--- src/rtl/vector_pkg.sv ---
// Shared defaults, FSM state type and element type for the vector assembler.
package vector_pkg;

  localparam int unsigned DefaultElementWidth    = 24;
  localparam int unsigned DefaultVectorDimension = 3;
  localparam int unsigned DefaultCountWidth      = 16;
  localparam int unsigned DefaultAddrWidth       = 8;

  typedef enum logic [1:0] {
    StIdle,
    StRun,
    StDone
  } vec_asm_state_t;

  typedef logic [DefaultElementWidth-1:0] element_t;

endpackage

--- src/rtl/vector_slot_buffer.sv ---
// One vector worth of element slots plus fill/last tags.
// Clear, load and indexed write may coincide; later operations override earlier ones.
module vector_slot_buffer
  import vector_pkg::*;
#(
  parameter int unsigned ELEMENT_WIDTH    = DefaultElementWidth,
  parameter int unsigned VECTOR_DIMENSION = DefaultVectorDimension,
  parameter int unsigned FILL_WIDTH       = $clog2(VECTOR_DIMENSION + 1)
) (
  input  logic                     clk,
  input  logic                     reset,
  input  logic                     clear,
  input  logic                     load,
  input  logic [ELEMENT_WIDTH-1:0] load_slots [0:VECTOR_DIMENSION-1],
  input  logic [FILL_WIDTH-1:0]    load_fill,
  input  logic                     load_last,
  input  logic                     wr_en,
  input  logic [FILL_WIDTH-1:0]    wr_idx,
  input  logic [ELEMENT_WIDTH-1:0] wr_data,
  input  logic [FILL_WIDTH-1:0]    wr_fill,
  input  logic                     wr_last,
  output logic [ELEMENT_WIDTH-1:0] slots [0:VECTOR_DIMENSION-1],
  output logic [FILL_WIDTH-1:0]    fill,
  output logic                     last
);

  logic [ELEMENT_WIDTH-1:0] slots_d [0:VECTOR_DIMENSION-1];
  logic [ELEMENT_WIDTH-1:0] slots_q [0:VECTOR_DIMENSION-1];
  logic [FILL_WIDTH-1:0]    fill_d, fill_q;
  logic                     last_d, last_q;

  always_comb begin
    slots_d = slots_q;
    fill_d  = fill_q;
    last_d  = last_q;
    if (clear) begin
      for (int i = 0; i < VECTOR_DIMENSION; i++) begin
        slots_d[i] = '0;
      end
      fill_d = '0;
      last_d = 1'b0;
    end
    if (load) begin
      slots_d = load_slots;
      fill_d  = load_fill;
      last_d  = load_last;
    end
    // A write on the same edge as a clear lands in the freshly zeroed buffer.
    if (wr_en) begin
      for (int i = 0; i < VECTOR_DIMENSION; i++) begin
        if (wr_idx == FILL_WIDTH'(i)) begin
          slots_d[i] = wr_data;
        end
      end
      fill_d = wr_fill;
      last_d = wr_last;
    end
  end

  always_ff @(posedge clk) begin
    if (reset) begin
      for (int i = 0; i < VECTOR_DIMENSION; i++) begin
        slots_q[i] <= '0;
      end
      fill_q <= '0;
      last_q <= 1'b0;
    end else begin
      slots_q <= slots_d;
      fill_q  <= fill_d;
      last_q  <= last_d;
    end
  end

  assign slots = slots_q;
  assign fill  = fill_q;
  assign last  = last_q;

endmodule

--- src/rtl/vector_assembler.sv ---
// Streams a job of elements into VECTOR_DIMENSION-wide vectors through an assembly
// register and an output register, zero-padding and tagging the final short vector.
module vector_assembler
  import vector_pkg::*;
#(
  parameter int unsigned ELEMENT_WIDTH    = DefaultElementWidth,
  parameter int unsigned ADDR_WIDTH       = DefaultAddrWidth,
  parameter int unsigned VECTOR_DIMENSION = DefaultVectorDimension,
  parameter int unsigned COUNT_WIDTH      = DefaultCountWidth,
  parameter int unsigned FILL_WIDTH       = $clog2(VECTOR_DIMENSION + 1)
) (
  input  logic                     clk,
  input  logic                     reset,
  input  logic                     start,
  input  logic [COUNT_WIDTH-1:0]   expected_elements,
  input  logic [ELEMENT_WIDTH-1:0] element_in,
  input  logic                     element_valid,
  output logic                     element_ready,
  output logic [ADDR_WIDTH-1:0]    addr,
  output logic [ELEMENT_WIDTH-1:0] vector [0:VECTOR_DIMENSION-1],
  output logic                     vector_valid,
  input  logic                     vector_accept,
  output logic                     vector_last,
  output logic [FILL_WIDTH-1:0]    vector_fill,
  output logic                     busy,
  output logic                     done
);

  vec_asm_state_t           state_d, state_q;
  logic [COUNT_WIDTH-1:0]   rem_d, rem_q;
  logic [ADDR_WIDTH-1:0]    addr_d, addr_q;
  logic [FILL_WIDTH-1:0]    asm_idx_d, asm_idx_q;
  logic                     out_valid_d, out_valid_q;

  logic                     start_ok;
  logic                     asm_complete;
  logic                     move;
  logic                     out_taken;
  logic                     elem_xfer;
  logic [FILL_WIDTH-1:0]    wr_idx;
  logic [FILL_WIDTH-1:0]    wr_fill;
  logic                     wr_last;

  logic [ELEMENT_WIDTH-1:0] asm_slots  [0:VECTOR_DIMENSION-1];
  logic [ELEMENT_WIDTH-1:0] zero_slots [0:VECTOR_DIMENSION-1];
  logic [FILL_WIDTH-1:0]    asm_fill;
  logic                     asm_last;

  assign zero_slots = '{default: '0};

  // Complete when full, or when the job has run out with a partial vector pending.
  assign asm_complete = (asm_idx_q == FILL_WIDTH'(VECTOR_DIMENSION)) ||
                        ((rem_q == '0) && (asm_idx_q != '0));
  assign out_taken    = out_valid_q && vector_accept;
  assign move         = asm_complete && (!out_valid_q || vector_accept);
  assign start_ok     = start && (state_q != StRun);

  assign element_ready = (state_q == StRun) && (rem_q != '0) && (!asm_complete || move);
  assign elem_xfer     = element_valid && element_ready;

  assign wr_idx  = move ? '0 : asm_idx_q;
  assign wr_fill = wr_idx + FILL_WIDTH'(1);
  assign wr_last = (rem_q == COUNT_WIDTH'(1));

  always_comb begin
    state_d     = state_q;
    rem_d       = rem_q;
    addr_d      = addr_q;
    asm_idx_d   = asm_idx_q;
    out_valid_d = out_valid_q;

    if (start_ok) begin
      state_d   = (expected_elements == '0) ? StDone : StRun;
      rem_d     = expected_elements;
      addr_d    = '0;
      asm_idx_d = '0;
    end else begin
      if (move) begin
        asm_idx_d = '0;
      end
      if (elem_xfer) begin
        asm_idx_d = wr_idx + FILL_WIDTH'(1);
        rem_d     = rem_q - COUNT_WIDTH'(1);
        addr_d    = addr_q + ADDR_WIDTH'(1);
      end
      if (state_q == StRun && out_taken && vector_last) begin
        state_d = StDone;
      end
    end

    if (move) begin
      out_valid_d = 1'b1;
    end else if (out_taken) begin
      out_valid_d = 1'b0;
    end
  end

  always_ff @(posedge clk) begin
    if (reset) begin
      state_q     <= StIdle;
      rem_q       <= '0;
      addr_q      <= '0;
      asm_idx_q   <= '0;
      out_valid_q <= 1'b0;
    end else begin
      state_q     <= state_d;
      rem_q       <= rem_d;
      addr_q      <= addr_d;
      asm_idx_q   <= asm_idx_d;
      out_valid_q <= out_valid_d;
    end
  end

  vector_slot_buffer #(
    .ELEMENT_WIDTH   (ELEMENT_WIDTH),
    .VECTOR_DIMENSION(VECTOR_DIMENSION),
    .FILL_WIDTH      (FILL_WIDTH)
  ) u_asm_buf (
    .clk       (clk),
    .reset     (reset),
    .clear     (start_ok || move),
    .load      (1'b0),
    .load_slots(zero_slots),
    .load_fill ('0),
    .load_last (1'b0),
    .wr_en     (elem_xfer),
    .wr_idx    (wr_idx),
    .wr_data   (element_in),
    .wr_fill   (wr_fill),
    .wr_last   (wr_last),
    .slots     (asm_slots),
    .fill      (asm_fill),
    .last      (asm_last)
  );

  vector_slot_buffer #(
    .ELEMENT_WIDTH   (ELEMENT_WIDTH),
    .VECTOR_DIMENSION(VECTOR_DIMENSION),
    .FILL_WIDTH      (FILL_WIDTH)
  ) u_out_buf (
    .clk       (clk),
    .reset     (reset),
    .clear     (1'b0),
    .load      (move),
    .load_slots(asm_slots),
    .load_fill (asm_fill),
    .load_last (asm_last),
    .wr_en     (1'b0),
    .wr_idx    ('0),
    .wr_data   ('0),
    .wr_fill   ('0),
    .wr_last   (1'b0),
    .slots     (vector),
    .fill      (vector_fill),
    .last      (vector_last)
  );

  assign addr         = addr_q;
  assign vector_valid = out_valid_q;
  assign busy         = (state_q == StRun);
  assign done         = (state_q == StDone);

endmodule

--- config.mk ---
export PLATFORM = sky130hd
export DESIGN_NAME = vector_assembler
export DESIGN_NICKNAME = d
export VERILOG_FILES = /design/src/rtl/vector_pkg.sv /design/src/rtl/vector_slot_buffer.sv /design/src/rtl/vector_assembler.sv
export SDC_FILE = /design/constraint.sdc
export NUM_CORES = 1
export LEC_CHECK = 0
export CAP_MARGIN = 5
export CORE_UTILIZATION = 48
export CTS_CLUSTER_SIZE = 8
export DETAILED_ROUTE_END_ITERATION = 16
export GPL_TIMING_DRIVEN = 0
export MAX_ROUTING_LAYER = met4
export PLACE_DENSITY = 0.75
export SYNTH_ARGS = -nofsm -noshare
export SYNTH_HDL_FRONTEND = slang
export SYNTH_SLANG_ARGS = --single-unit
--- constraint.sdc ---
create_clock -name clk -period 2.53 [get_ports clk]
set_input_delay 0.253 -clock clk [delete_from_list [all_inputs] [get_ports clk]]
set_output_delay 0.253 -clock clk [all_outputs]
set_load 0.05 [all_outputs]
# Word level (Yosys, flattened, before mapping)
# Cells that the tools add are included.
[word_totals] in_bits=45 elab_cells=68 reg_bits=179
[classes] addsub=3 reduce_logical=25 n_mux=18 n_eq_ne=7
[ops] op="$mux 72" n=2
[ops] op="$mux 24" n=3
[ops] op="$logic_not 16->1" n=2
[ops] op="$mux 16" n=2
[ops] op="$eq 16x1->1 const B" n=1
[ops] op="$reduce_bool 16->1" n=1
[ops] op="$sub 16x1->16 const B" n=1
[ops] op="$mux 2" n=7
[ops] op="$reduce_bool 2->1" n=5
[ops] op="$logic_and 1x1->1" n=9
[ops] op="$add 8x1->8 const B" n=1
[ops] op="$eq 2x2->1 const B" n=3
[ops] op="$eq 2x1->1 const B" n=2
[ops] op="$logic_or 1x1->1" n=4
[ops] op="$mux 1" n=4
[ops] op="$add 2x1->2 const B" n=1
[ops] op="$logic_not 1->1" n=2
[ops] op="$logic_not 2->1" n=1
[ops] op="$ne 2x1->1 const B" n=1
[ops] op="$reduce_or 2->1" n=1

# Longest topological paths before layout
[logic_depth] depth_word=9 depth_mapped=15 ltp_nobuf=11

# Hierarchy
# From an unflattened synthesis, not the netlist that was laid out.
[unflattened] hier_cells=1098 hier_area_um2=9954.5
[modules_own_cells] module="vector_slot_buffer" cells_each=442 area_per_inst_um2=4130.2 instances=2
[modules_own_cells] module="vector_assembler" cells_each=214 area_per_inst_um2=1694.1 instances=1

# Worst setup path before layout
# OpenSTA, ideal clock, no wires.
[synth_path] path_kind="register to register" startpoint="register rem_q[0]" endpoint="register u_asm_buf.slots_q (netlist bit u_asm_buf.slots[13])" period_less_slack_ns=2.761 stages_incl_launch_ff=15 arrival_time_ns=2.639 path_slack_ns=-0.231 path_cell_list="dfxtp_1 -> inv_1 -> ha_1 -> nor4b_4 -> and4_1 -> buf_4 -> o211ai_4 -> buf_4 -> buf_2 -> nand3_1 -> ha_1 -> nand3_1 -> buf_2 -> buf_2 -> o22ai_1"
[synth_via] elab_chain_cells=8
[synth_lines] element="from (decl)" line="vector_assembler.sv:30" text="logic [COUNT_WIDTH-1:0] rem_d, rem_q;"
[synth_lines] element="from (signal assigned)" line="vector_assembler.sv:107" text="rem_q <= rem_d;"
[synth_lines] element="$logic_not 16->1" line="vector_assembler.sv:53" text="((rem_q == '0) && (asm_idx_q != '0));"
[synth_lines] element="$logic_and 1x1->1" line="vector_assembler.sv:53"
[synth_lines] element="$logic_or 1x1->1" line="vector_assembler.sv:52" text="assign asm_complete = (asm_idx_q == FILL_WIDTH'(VECTOR_DIMENSION)) ||"
[synth_lines] element="$logic_and 1x1->1 / $logic_not 1->1 (equally long branches)" line="vector_assembler.sv:55, vector_assembler.sv:58"
[synth_lines] element="$mux 2, or another cell as far along"
[synth_lines] element="$eq 2x2->1, or another cell as far along" line="vector_slot_buffer.sv:51" text="if (wr_idx == FILL_WIDTH'(i)) begin"
[synth_lines] element="$mux 24 / $logic_and 1x1->1 (equally long branches)" line="vector_slot_buffer.sv:51, vector_assembler.sv:59"
[synth_lines] element="$mux 72 (*)" line="vector_slot_buffer.sv:49" text="if (wr_en) begin"
[synth_lines] element="to (signal assigned)" line="vector_slot_buffer.sv:68" text="slots_q <= slots_d;"
[synth_lines] element="to (decl)" line="vector_slot_buffer.sv:28" text="logic [ELEMENT_WIDTH-1:0] slots_q [0:VECTOR_DIMENSION-1];"
# Every way passes the cells marked *; elsewhere a longest branch is shown, timed or not.
# A chain may end at the register's enable or synchronous reset.

# Final worst setup path
[layout_path] startpoint="register rem_q[8]" endpoint="register u_asm_buf.slots_q (netlist bit u_asm_buf.slots[66])"
[layout_via] elab_chain_cells=8
[layout_lines] element="$logic_not 16->1" line="vector_assembler.sv:53"
[layout_lines] element="$logic_and 1x1->1" line="vector_assembler.sv:53"
[layout_lines] element="$logic_or 1x1->1" line="vector_assembler.sv:52"
[layout_lines] element="$logic_and 1x1->1 / $logic_not 1->1 (equally long branches)" line="vector_assembler.sv:55, vector_assembler.sv:58"
[layout_lines] element="$mux 2, or another cell as far along"
[layout_lines] element="$logic_not 2->1, or another cell as far along" line="vector_slot_buffer.sv:51"
[layout_lines] element="$mux 24 / $logic_and 1x1->1 (equally long branches)" line="vector_slot_buffer.sv:51, vector_assembler.sv:59"
[layout_lines] element="$mux 72 (*)" line="vector_slot_buffer.sv:49"
# Marks and branches as above.

==> run summary <==
Layout area overhead: 32.8%
Final Hold Violating Endpoints: 0
Clock buffer count from CTS: 17
Hold_buf cts: 0
Synth Flop Type: dfxtp_1
PD cells: 591 nW/um^2
Number of synthesized flops with an enable pin: 0
RePlAce Congestion: 0.921
Final min period: 2.47 ns
Fillers: 1,297
Grt total ovfl: 0
Tot GR Track Use: 0.290
Critical Path RT: 2.89 ns
CP arrival: 2.83 ns
Post-route clock period utilization: 0.977
Kind of critical path: flop to flop
Worst skew pair latency: 0.44 ns
Synthesis Warnings: 0
First-pass GRT wire length: 35.7 mm
Outcome: finished clean
Initial DRT Pass Iterations: 5
Yosys cell types: 56
DRC: 0
Ys async rst share: 0
Area of the multi-input gates: 3760 sq um
Crit. End Element: flop
Hold Path Stages: 3
Worst clock skew: 0.00796 ns
Pleak: 3.26 nW
Starting utilization of the core area: 0.488
Crit path max fanout: 10
Sequential-to-total area share from yosys stat: 0.464
Initial DRC Count: 575
Max Transition Viols Final: 0
Mapped Nets: 888
Setup_tns: 0 ns
# diodes: 0
Die footprint: 16,600 sq um
Core box area: 15,800 sq um
Initial antenna violation count: 0
Largest net degree at the start of global routing: 17
Post-synthesis instance area: 7730 sq um
CTS sink count: 179
Post-Syn Instances: 836
Worst-margin pin slew: 0.778 ns
Post-DP HPWL: 15.7 mm
Switching pwr: 1.50 mW
Clock power frac: 0.427
Die X: 129 um
DRT antenna net count: 0
Reg2Reg Setup Slack: 0.06 ns
Port-buffer cells: 131
Sw Share: 0.247
Die height: 129 um
Vias: 7,193
Final setup violation count: 0
Vias per cell: 5.82
Hold Worst Slack: 0.401 ns
Deepest level of the CTS H-tree: 4
WL per Instance: 18.5 um
R2r worst-path depth: 13
# IOs: 132
Internal power: 4.57 mW
Worst hold-check path type: input port to flop
Sequential group share of total power: 0.481
Max-slew headroom: 0.481
Final wirelength: 22.8 mm
Clock-pin transition on the worst setup and hold timing paths: 0.07 ns
Synth Register Bits: 179
Unrepaired setup endpoints after global routing: yes
Final #Nets: 1,059
Sequential cell area: 3600 sq um
Row cnt: 46
Comb pwr share: 0.092
CTS tree: done
Vias in the first global route: 6,688
CTS max path bufs: 2
VDD IR-drop max: 514 uV
Avg Inst Size Synth: 9.25 sq um
Share of post-route cells with drive strength above 1: 0.213
CP startpoint kind: flop
Root Buffer Master: clkbuf_16
Peak Freq: 404 MHz
Max-cap violations: 0
==> synthesized netlist by cell type, drive strengths merged (2+ instances only) <==
library cell,n,area [sq um]
or4,8,60.1
a21oi,85,576
nor4,5,61.3
a311oi,4,35.0
inv,7,26.3
mux2i,2,20.0
o31ai,3,22.5
and2,3,18.8
o22ai,72,450
ha,7,87.6
clkbuf,27,101
and3,3,20.0
nor2b,2,12.5
buf,56,390
nand4,9,62.6
nand2b,4,25.0
xnor2,3,26.3
nand3,89,450
o211ai,85,852
xor2,3,26.3
nor2,18,67.6
nor4b,2,32.5
nand2,119,447
a31oi,4,25.0
o21ai,8,40.0
dfxtp,179,3580
nor3,6,30.0
or3,7,43.8
a211oi,3,22.5
==> critical path, cell delays in order (launching register included) <==
cell	delay [ns]
dfxtp_4	0.37
nor4_4	0.29
buf_4	0.19
and4_1	0.21
buf_6	0.11
o211ai_4	0.08
buf_6	0.15
buf_8	0.13
nand3_4	0.11
ha_1	0.17
nand3_2	0.08
buf_6	0.16
buf_4	0.17
o22ai_1	0.18
==> per-stage QoR <==
step,worst slack (ns),utilization,instance area (sq um),power (mW),std cells
after floorplan,0.0228,-,7770,3.26,836
after global placement,-0.606,0.591,9350,3.45,1183
after detailed placement,-0.552,0.591,9350,3.46,1183
after CTS,0.0142,0.639,10100,6.03,1229
after global routing,-0.0276,0.648,10300,6.22,1236
final,0.0573,0.648,10300,6.07,1236
==> placed cells by master, fill, tap and decap left out, types with 4 or more instances in the layout <==
master,count
o21ai_0,8
a31oi_1,4
nand2b_1,4
nand2_1,119
buf_2,25
o22ai_2,7
a21oi_2,40
clkbuf_1,31
o211ai_1,44
nor3_1,5
nand4_1,8
clkbuf_16,17
clkdlybuf4s50_1,130
buf_4,28
or3_1,7
ha_1,4
nand3_1,84
a21oi_1,45
o211ai_2,40
o22ai_1,65
buf_6,10
a311oi_1,4
inv_2,4
nor2_1,18
buf_8,9
or4_1,8
dfxtp_1,174
==> power by group through the flow <==
stage	clock network [mW]	registers (mW)	logic [mW]
after global routing	2.70	2.92	0.594
after detailed placement	0	2.98	0.482
after global placement	0	2.97	0.478
after CTS	2.59	2.92	0.525
final	2.59	2.92	0.560
after floorplan	0	2.97	0.290
==> kinds of logic (layout without fill, tap and decap cells) <==
logic type      after synthesis  count (layout)  synth area share
simple gates                278             278             0.175
compound gates              273             273             0.273
flops                       179             179             0.464
fa+ha+maj                     7               7            0.0113
xor+xnor                      6               6           0.00680
buf+inv                      91             275            0.0675
mux                           2               2           0.00259
==> area by class of cell <==
cell class	instances	share of cell area
buffer	83	0.0562
inverter	8	0.00293
sequential	179	0.350
timing repair buffer	152	0.143
multi-input combinational	566	0.366
tap	216	0.0263
clock buffer	23	0.0446
clock inverter	9	0.0104
==> worst paths after layout <==
| path | start | to |
|---|---|---|
| setup / recovery | rem_q[8]$_SDFFE_PP0P_ | u_asm_buf.slots[66]$_SDFF_PP0_ |
| hold / removal | expected_elements[7] | rem_q[7]$_SDFFE_PP0P_ |
| setup reg to reg | rem_q[8]$_SDFFE_PP0P_ | u_asm_buf.slots[66]$_SDFF_PP0_ |
| hold reg to reg | u_out_buf.slots[7]$_SDFFE_PP0P_ | u_out_buf.slots[7]$_SDFFE_PP0P_ |
==> repair_timing <==
action / in CTS / in global routing
setup buffers: 13 / 7
endpoints found under the setup margin: 77 / 68
resized for setup: 25 / 26
pin swaps: 4 / 1
gates cloned: 1 / 0
==> metal layers <==
layer / vias up / GRT usage / routed length, um / share of wire
met4: 0 / 0.140 / 709 / 0.031
met1: 3424 / 0.364 / 9870 / 0.43
met2: 269 / 0.452 / 10800 / 0.47
li1: 3446 / - / - / -
met3: 54 / 0.0486 / 1430 / 0.062
met5: - / - / 0 / 0
==> registers in the layout (all words and copies together), names as in the netlist <==
register / count
u_asm_buf.fill: 2
u_out_buf.slots: 72
asm_idx_q: 2
vector_valid: 1
u_out_buf.last: 1
rem_q: 16
u_asm_buf.last: 1
addr: 8
u_out_buf.fill: 2
u_asm_buf.slots: 72
state_q: 2
Note: power is estimated with default switching activity, not from simulation.
